$ cat src/rtl/ping_pong_seg_display_if.sv
// ---------------------------------------------------------------------------
// ping_pong_seg_display_if
// Groups the counter-to-display signals of the ping-pong seven-segment driver.
//   upd       : capture strobe, value/direction latched on a clk edge with upd=1
//   value     : 4-bit counter value, 0..15
//   direction : 1 = counting up, 0 = counting down
//   an        : digit enables, active-low, an[3] leftmost
//   seg       : segments, active-low, seg[0]=a .. seg[6]=g
// master : the side producing value/direction (counter or testbench)
// slave  : the display driver
// ---------------------------------------------------------------------------
interface ping_pong_seg_display_if;
  logic       upd;
  logic [3:0] value;
  logic       direction;
  logic [3:0] an;
  logic [6:0] seg;

  modport master (
    output upd,
    output value,
    output direction,
    input  an,
    input  seg
  );

  modport slave (
    input  upd,
    input  value,
    input  direction,
    output an,
    output seg
  );
endinterface

$ cat src/rtl/ping_pong_seg_display.sv
// ---------------------------------------------------------------------------
// ping_pong_seg_display
// Four-digit time-multiplexed seven-segment driver for the ping-pong counter.
// Latches the counter value and direction on an update strobe and shows the
// value as two decimal digits (left pair) and the direction as a two-digit
// arrow glyph (right pair). All outputs are registered and active-low for a
// common-anode display.
//
// Parameters:
//   SCAN_PERIOD : clk cycles each digit stays selected (>= 2)
//   CNT_W       : scan counter width, 2**CNT_W >= SCAN_PERIOD
// Ports:
//   clk   : system clock
//   rst_n : synchronous active-low reset
//   bus   : slave side of ping_pong_seg_display_if (upd/value/direction in,
//           an/seg out)
// Configuration macro:
//   SEG_LEADING_ZERO_BLANK_EN : when defined, the tens digit is blanked for
//                               values below 10 instead of showing "0".
// ---------------------------------------------------------------------------
module ping_pong_seg_display #(
  parameter int SCAN_PERIOD = 100000,
  parameter int CNT_W       = 17
) (
  input  logic                    clk,
  input  logic                    rst_n,
  ping_pong_seg_display_if.slave  bus
);

  localparam logic [CNT_W-1:0] SCAN_LAST = CNT_W'(SCAN_PERIOD - 1);

  // Active-low glyphs for the direction arrow (up: a,b,f,g; down: c,d,e,g)
  localparam logic [6:0] SEG_UP    = 7'b0011100;
  localparam logic [6:0] SEG_DOWN  = 7'b0100011;
  localparam logic [6:0] SEG_BLANK = 7'b1111111;

  typedef enum logic [1:0] {
    DIGIT0 = 2'd0,
    DIGIT1 = 2'd1,
    DIGIT2 = 2'd2,
    DIGIT3 = 2'd3
  } digit_t;

  digit_t           r_idx;
  digit_t           w_idxNext;
  logic [CNT_W-1:0] r_scnt;
  logic             w_wrap;
  logic [3:0]       r_latVal;
  logic             r_latDir;
  logic [3:0]       w_units;
  logic             w_tensIsOne;
  logic [3:0]       w_anNext;
  logic [6:0]       w_segNext;
  logic [3:0]       r_an;
  logic [6:0]       r_seg;

  // Active-low decimal decoder; codes above 9 never reach it after the split.
  function automatic logic [6:0] decodeDigit(input logic [3:0] d);
    logic [6:0] s;
    case (d)
      4'd0:    s = 7'b1000000;
      4'd1:    s = 7'b1111001;
      4'd2:    s = 7'b0100100;
      4'd3:    s = 7'b0110000;
      4'd4:    s = 7'b0011001;
      4'd5:    s = 7'b0010010;
      4'd6:    s = 7'b0000010;
      4'd7:    s = 7'b1111000;
      4'd8:    s = 7'b0000000;
      4'd9:    s = 7'b0010000;
      default: s = SEG_BLANK;
    endcase
    return s;
  endfunction

  // Capture the counter value; reset leaves the display showing 0 counting up.
  always_ff @(posedge clk) begin
    if (!rst_n) begin
      r_latVal <= 4'd0;
      r_latDir <= 1'b1;
    end else if (bus.upd) begin
      r_latVal <= bus.value;
      r_latDir <= bus.direction;
    end
  end

  // Dwell counter for the currently selected digit.
  assign w_wrap = (r_scnt == SCAN_LAST);

  always_ff @(posedge clk) begin
    if (!rst_n) begin
      r_scnt <= '0;
    end else if (w_wrap) begin
      r_scnt <= '0;
    end else begin
      r_scnt <= r_scnt + 1'b1;
    end
  end

  // Digit-select state register.
  always_ff @(posedge clk) begin
    if (!rst_n) begin
      r_idx <= DIGIT0;
    end else begin
      r_idx <= w_idxNext;
    end
  end

  // Advance to the next digit only when the dwell counter wraps.
  always_comb begin
    w_idxNext = r_idx;
    if (w_wrap) begin
      case (r_idx)
        DIGIT0:  w_idxNext = DIGIT1;
        DIGIT1:  w_idxNext = DIGIT2;
        DIGIT2:  w_idxNext = DIGIT3;
        DIGIT3:  w_idxNext = DIGIT0;
        default: w_idxNext = DIGIT0;
      endcase
    end
  end

  // Tens/units split; the value never exceeds 15 so tens is 0 or 1.
  assign w_tensIsOne = (r_latVal >= 4'd10);
  assign w_units     = w_tensIsOne ? (r_latVal - 4'd10) : r_latVal;

  // Next an/seg from the current digit and latched data; registered below so
  // the new digit appears one edge after the index changes.
  always_comb begin
    w_anNext  = 4'b1111;
    w_segNext = SEG_BLANK;
    case (r_idx)
      DIGIT3: begin
        w_anNext = 4'b0111;
`ifdef SEG_LEADING_ZERO_BLANK_EN
        w_segNext = w_tensIsOne ? decodeDigit(4'd1) : SEG_BLANK;
`else
        w_segNext = w_tensIsOne ? decodeDigit(4'd1) : decodeDigit(4'd0);
`endif
      end
      DIGIT2: begin
        w_anNext  = 4'b1011;
        w_segNext = decodeDigit(w_units);
      end
      DIGIT1: begin
        w_anNext  = 4'b1101;
        w_segNext = r_latDir ? SEG_UP : SEG_DOWN;
      end
      DIGIT0: begin
        w_anNext  = 4'b1110;
        w_segNext = r_latDir ? SEG_UP : SEG_DOWN;
      end
      default: begin
        w_anNext  = 4'b1111;
        w_segNext = SEG_BLANK;
      end
    endcase
  end

  // Output registers: all digits dark during reset.
  always_ff @(posedge clk) begin
    if (!rst_n) begin
      r_an  <= 4'b1111;
      r_seg <= SEG_BLANK;
    end else begin
      r_an  <= w_anNext;
      r_seg <= w_segNext;
    end
  end

  assign bus.an  = r_an;
  assign bus.seg = r_seg;

endmodule
$ cat src/flat_wrapper.sv
// flat-port wrapper written by rule: the top's interface ports become plain ports
module ping_pong_seg_display_flat 
#(
  parameter int SCAN_PERIOD = 100000,
  parameter int CNT_W       = 17
)
  (clk, rst_n, bus_upd, bus_value, bus_direction, bus_an, bus_seg);
  ping_pong_seg_display_if bus_i ();
  input  logic clk;
  input  logic rst_n;
  input wire logic [$bits(bus_i.upd)-1:0] bus_upd;
  input wire logic [$bits(bus_i.value)-1:0] bus_value;
  input wire logic [$bits(bus_i.direction)-1:0] bus_direction;
  output wire logic [$bits(bus_i.an)-1:0] bus_an;
  output wire logic [$bits(bus_i.seg)-1:0] bus_seg;
  assign bus_i.upd = bus_upd;
  assign bus_i.value = bus_value;
  assign bus_i.direction = bus_direction;
  assign bus_an = bus_i.an;
  assign bus_seg = bus_i.seg;
  ping_pong_seg_display #(.SCAN_PERIOD(SCAN_PERIOD), .CNT_W(CNT_W)) u_core (.clk(clk), .rst_n(rst_n), .bus(bus_i));
endmodule
$ cat config.mk
export PLATFORM = sky130hd
export DESIGN_NAME = ping_pong_seg_display_flat
export DESIGN_NICKNAME = d
export VERILOG_FILES = /design/src/rtl/ping_pong_seg_display_if.sv /design/src/rtl/ping_pong_seg_display.sv /design/src/flat_wrapper.sv
export SDC_FILE = /design/constraint.sdc
export NUM_CORES = 1
export LEC_CHECK = 0
export ABC_AREA = 0
export ABC_CLOCK_PERIOD_IN_PS = 2300
export BUFFER_PORTS_ARGS = -buffer_cell sky130_fd_sc_hd__buf_4
export CAP_MARGIN = 10
export CORE_UTILIZATION = 57
export CTS_CLUSTER_SIZE = 40
export DETAILED_ROUTE_END_ITERATION = 10
export GPL_ROUTABILITY_DRIVEN = 0
export PLACE_DENSITY_LB_ADDON = 0.1
export SYNTH_ARGS = -nofsm -noshare
export SYNTH_HDL_FRONTEND = slang
export SYNTH_SLANG_ARGS = --single-unit
$ cat constraint.sdc
create_clock -name clk -period 2.3 [get_ports clk]
set_input_delay 0.23 -clock clk [delete_from_list [all_inputs] [get_ports clk]]
set_output_delay 0.23 -clock clk [all_outputs]
set_load 0.05 [all_outputs]
Yosys cells after proc, flatten, opt, wreduce, memory -nomap -nowiden --
Memory sizes are Yosys's and may differ from the RTL's. Cells that the tools add are included.
Operators by class: bitwise logic cells 1, equality and inequality tests 4, order comparisons 1, add/subtract/negate cells 2, multiplexer cells 6, reductions and logical operators 3
Operators by type and width (number):
- $pmux W7 S3 | 1
- $add A17 B1 Y17 const B | 1
- $eq A17 B17 Y1 const B | 1
- $pmux W4 S4 | 1
- $mux W6 | 2
- $pmux W2 S4 | 1
- $eq A2 B2 Y1 const B | 2
- $ge A4 B4 Y1 const B | 1
- $mux W4 | 1
- $reduce_or A2 Y1 | 2
- $sub A4 B4 Y4 const B | 1
- $eq A2 B1 Y1 const B | 1
- $logic_not A2 Y1 | 1
- $not A1 Y1 | 1
Word-level totals: logic and storage cells 24, memories 1, ROM bits 112, register bits 35
Memory list:
- (no name shown) | depth 16, width 7, read ports 1, clocked after memory_dff 0, write ports 0, line ping_pong_seg_display.sv:60 | case (d)

Depth between registers and ports, before layout --
An unclocked memory read counts as a cell.
depth after elaboration 4, depth in mapped cells 9, mapped depth without buffers 9

Worst setup path after synthesis --
Ideal clock, no wire load.
path kind reg2reg, start point register u_core.r_latVal[3], end point register u_core.r_seg[3], in the netlist u_core.bus.seg[3], cell stages (with the launch flop) 9, slack 0.458 ns, required time 2.175 ns, clock period less this slack 1.842 ns, library setup time 0.125 ns, data arrival time 1.717 ns, path buffers 1, cell sequence dfxtp_1 > clkbuf_1 > o21ai_0 > inv_1 > ha_1 > nor2b_1 > o21a_1 > a221oi_1 > o21ai_0
Between the ends: cells in the longest elaborated chain, start to end 4
Ends and longest elaborated chain:
- start, declared | line ping_pong_seg_display.sv:48 | logic [3:0] r_latVal;
- start signal, assigned | line ping_pong_seg_display.sv:82 | r_latVal <= bus.value;
- $sub A4 B4 Y4 / $ge A4 B4 Y1 (equally long branches) | line ping_pong_seg_display.sv:125, ping_pong_seg_display.sv:124
- $mux W4 | line ping_pong_seg_display.sv:125 | assign w_units = w_tensIsOne ? (r_latVal - 4'd10) : r_latVal;
- $mem_v2 Z16 W7
- $pmux W7 S3 * | line ping_pong_seg_display.sv:132 | case (r_idx)
- end signal, assigned | line ping_pong_seg_display.sv:167 | r_seg <= w_segNext;
- end, declared | line ping_pong_seg_display.sv:55 | logic [6:0] r_seg;
Mark *: on every way between the ends. The rest lies on a longest branch, timed or not. A chain may end at the register's enable or synchronous reset.

Final worst setup path --
start point register u_core.r_latVal[1], end point register u_core.r_seg[3], in the netlist u_core.bus.seg[3]
The elaborated chain is that of the path after synthesis.

==> metrics.md <==
| Metric | Value |
|---|---|
| Outcome | finished with violations |
| Failing checks | design-rule violations |
| Pin count of the biggest net entering global routing | 18 |
| Seq. cell area | 700.7 µm² |
| HP Class | input port to register |
| # nets final | 243 |
| Highest attainable clock frequency | 490.3 MHz |
| Clock tree from TritonCTS | built |
| Clock latency reported for the late side of the worst-skew pair | approximately 340 ps |
| Total of endpoints with negative setup slack in the final report | 0 |
| Fraction of power spent switching nets | 0.2427 |
| Initial drt markers | 43 |
| Level count of the clock H-tree | 2 |
| Pre-CTS worst setup slack | around 310 ps |
| CP max FO | 7 |
| Antenna violations before repair | 0 |
| Dominant synthesized flop cell | sky130_fd_sc_hd__dfxtp_1 |
| Register-to-register path setup slack | 260 ps |
| Final Hold Slack | ~120 ps |
| Part of the power in the clock network | 0.369 |
| Relative area change from synthesis to final layout | 12.60% |
| Wire length reported by the detailed router | roughly 3400 µm |
| Post-synth design cell area | 0.001788 mm² |
| Clock buffer count from CTS | 5 |
| Gr usage total | 0.2266 |
| Clock period minus worst slack | 2040 ps |
| Detailed-route vias per instance | 5.679 |
| Via count of the first global-routing pass | 1,342 |
| Clock Tree Root | sky130_fd_sc_hd__clkbuf_4 |
| Post-synthesis average cell area | roughly 9 µm² |
| Core Region | about 0.0029 mm² |
| PnR Total Power | ~1.2 mW |
| Part of the power in registers | 0.515 |
| Crit Path Category | register to register |
| Filler Cell Count | approximately 240 |
| Worst-path clk slew | around 100 ps |
| Instance count after placement with tap cells included | 244 |
| Number of clock sinks | 35 |
| Post-detailed-route count of antenna-violating nets | 0 |
| Number of rows in the core area | 19 |
| DRC violation count after routing | 2 |
| Power per standard cell area | 614.0 mW/mm² |
| Final Hold Vio Count | 0 |
| Worst setup EP type | register |
| Buffers inserted by post-CTS timing repair | 0 |
| Total of warnings raised by yosys | 0 |
| DR vias | 1,431 |
| Die height | just under 60 µm |
| Drt pass-1 iters | 7 |
| Worst IR Drop VDD | 0.4454 mV |
| Crit path required time | 2520 ps |
| Die X-Extent | 58.01 µm |
| RSZ-0062 raised after global routing | false |
| Finished Layout Cells | roughly 250 |
| Syn Inst Count | 200 |
| Clk_skew | 14.61 ps |
| Total Die Area | 0.003365 mm² |
| Layout cell share with drive strength beyond 1 | 0.1448 |
| Combined area of the multi-input logic cells | approximately 1000 µm² |
| Number of maximum-capacitance violations | 0 |
| Average routed wire per standard cell | 13.53 µm |
| Period Utilization, post-route | 0.8868 |
| Synth cell types | 35 |
| LEAKAGE | between 0.7 and 0.8 nW |
| Post-DP HPWL | 2557 µm |
| Count of flip-flops with a built-in enable after synthesis | 0 |
| Logic gate share of total power | 0.116 |
| Post-route worst setup slack | approximately 260 ps |
| Transition time at the pin with the least slew margin | 482.5 ps |
| Relative slew slack | 0.6749 |
| Cell with the largest stage delay on the worst path | sky130_fd_sc_hd__dfxtp_1 |
| Critical path, cell by cell | inv_1 > o21ai_0 > inv_1 > ha_1 > nor2b_1 > o21a_1 > a221oi_1 > o21ai_0 |
| First-pass GRT wire length | 5644 µm |
| Number of pins with negative max-slew slack in the final report | 0 |
| Fraction of the yosys area taken by sequential cells | 0.3919 |
| Remaining Overflow, GRT | 0 |
| Largest buffer count on any clock path | 2 |
| CP arrival | ~2300 ps |
| Top Ports | 19 |
| Ys async rst share | 0 |
| P_int | approximately 0.94 mW |
| Number of port buffers | 18 |
| Switching component of the power | 0.3000 mW |
| Slowest Stage Delay on Critical Path | 440 ps |
| Setup_tns | 0 ps |
| Initial core utilization | 0.6268 |
| Kind of launch point of the worst setup path | register |
| CTS hold repair buffers | 0 |
| Total of flip-flops plus latches after synthesis | 35 |
| Number of nets produced by synthesis | 223 |
| Total of cells resized after clock tree synthesis | 0 |
| Antenna fix cells | 0 |
layer usage:
| layer | track usage | wire (µm) | part of all wire | up-vias |
|---|---|---|---|---|
| li1 | - | - | - | 726 |
| met3 | 0.07366 | 126 | 0.037 | 7 |
| met5 | 0 | 0 | 0 | - |
| met1 | 0.2779 | 1616 | 0.47 | 666 |
| met4 | 0.1122 | 65 | 0.019 | 0 |
| met2 | 0.3580 | 1600 | 0.47 | 32 |
final timing paths:
| check | start | endpoint | cells after the start |
|---|---|---|---|
| worst max register to register | u_core.r_latVal[1]$_SDFFE_PN0P_ | u_core.bus.seg[3]$_SDFF_PN1_ | 8 |
| worst min-delay path | bus_direction | u_core.r_latDir$_SDFFE_PN1P_ | 3 |
| worst max-delay path | u_core.r_latVal[1]$_SDFFE_PN0P_ | u_core.bus.seg[3]$_SDFF_PN1_ | 8 |
| worst min register to register | u_core.r_scnt[0]$_SDFF_PP0_ | u_core.r_scnt[0]$_SDFF_PP0_ | 1 |
cell type report:
cell class | instances | area share
multi-input combinational | 147 | 0.4947
sequential | 35 | 0.3480
timing repair buffer | 20 | 0.07458
clock buffer | 6 | 0.02548
inverter | 11 | 0.02051
tap | 31 | 0.01927
clock inverter | 2 | 0.01740
Yosys cell counts (5+ instances only):
| cell type | instances | area, µm² |
|---|---|---|
| sky130_fd_sc_hd__a21oi_1 | 5 | 25.02 |
| sky130_fd_sc_hd__clkbuf_1 | 5 | 18.77 |
| sky130_fd_sc_hd__dfxtp_1 | 35 | 700.7 |
| sky130_fd_sc_hd__ha_1 | 15 | 187.7 |
| sky130_fd_sc_hd__inv_1 | 11 | 41.29 |
| sky130_fd_sc_hd__mux2i_1 | 6 | 60.06 |
| sky130_fd_sc_hd__nand2_1 | 14 | 52.55 |
| sky130_fd_sc_hd__nand3_1 | 5 | 25.02 |
| sky130_fd_sc_hd__nand4_1 | 7 | 43.79 |
| sky130_fd_sc_hd__nor2_1 | 25 | 93.84 |
| sky130_fd_sc_hd__nor2b_1 | 10 | 62.56 |
| sky130_fd_sc_hd__nor3_1 | 5 | 25.02 |
| sky130_fd_sc_hd__nor4_1 | 5 | 31.28 |
| sky130_fd_sc_hd__o21ai_0 | 12 | 60.06 |
| sky130_fd_sc_hd__xnor2_1 | 13 | 113.9 |
critical path: cells and delay by family (launching register included):
family          cells  cell delay, ps
compound gates      4             910
flops               1             440
buf+inv             2             230
fa+ha+maj           1             220
simple gates        1             120
cell usage in the layout (no fill, tap or decap), types with 2 or more instances in the layout:
master,instances
sky130_fd_sc_hd__a21oi_1,5
sky130_fd_sc_hd__nor2_1,25
sky130_fd_sc_hd__buf_4,20
sky130_fd_sc_hd__nand3_1,5
sky130_fd_sc_hd__clkbuf_4,5
sky130_fd_sc_hd__o21ai_0,12
sky130_fd_sc_hd__o21a_1,2
sky130_fd_sc_hd__mux2i_1,6
sky130_fd_sc_hd__nor2_2,2
sky130_fd_sc_hd__nand4_1,7
sky130_fd_sc_hd__ha_1,15
sky130_fd_sc_hd__nor3_1,5
sky130_fd_sc_hd__nor4_1,5
sky130_fd_sc_hd__xor2_1,2
sky130_fd_sc_hd__o211a_1,2
sky130_fd_sc_hd__o311ai_0,2
sky130_fd_sc_hd__nand2_1,14
sky130_fd_sc_hd__inv_1,11
sky130_fd_sc_hd__nor2b_1,10
sky130_fd_sc_hd__a221oi_1,2
sky130_fd_sc_hd__dfxtp_1,35
sky130_fd_sc_hd__and2_1,2
sky130_fd_sc_hd__xnor2_1,13
sequential cells by signal, summed over array words and instances, names as in the netlist:
register	count
u_core.bus.an	4
u_core.r_idx	2
u_core.r_latVal	4
u_core.bus.seg	7
u_core.r_scnt	17
u_core.r_latDir	1
power by group through the flow:
| stage | logic [mW] | registers [mW] | clock network [mW] |
|---|---|---|---|
| final | 0.144 | 0.637 | 0.456 |
| after global routing | 0.158 | 0.640 | 0.505 |
| after CTS | 0.143 | 0.637 | 0.469 |
| after detailed placement | 0.143 | 0.651 | 0 |
| after global placement | 0.139 | 0.650 | 0 |
| after floorplan | 0.0779 | 0.677 | 0 |
per-stage QoR:
stage,util,instance area (µm²)
3_3_place_gp,0.6754,1927
3_5_place_dp,0.6754,1927
4_1_cts,0.7057,2013
2_1_floorplan,-,1788
6_report,0.7057,2013
5_1_grt,0.7057,2013
logic make-up (layout without fill, tap and decap cells):
family,Yosys count,count (layout),share of synthesized area
flip-flops,35,35,0.3919
adder cells (fa/ha/maj),15,15,0.1050
AND/OR/NAND/NOR,83,83,0.2449
buffers and inverters,18,39,0.05109
AO/OA/AOI/OAI,28,28,0.1001
multiplexers,6,6,0.03359
XOR/XNOR,15,15,0.07348
Note: power is estimated with default switching activity, not from simulation.
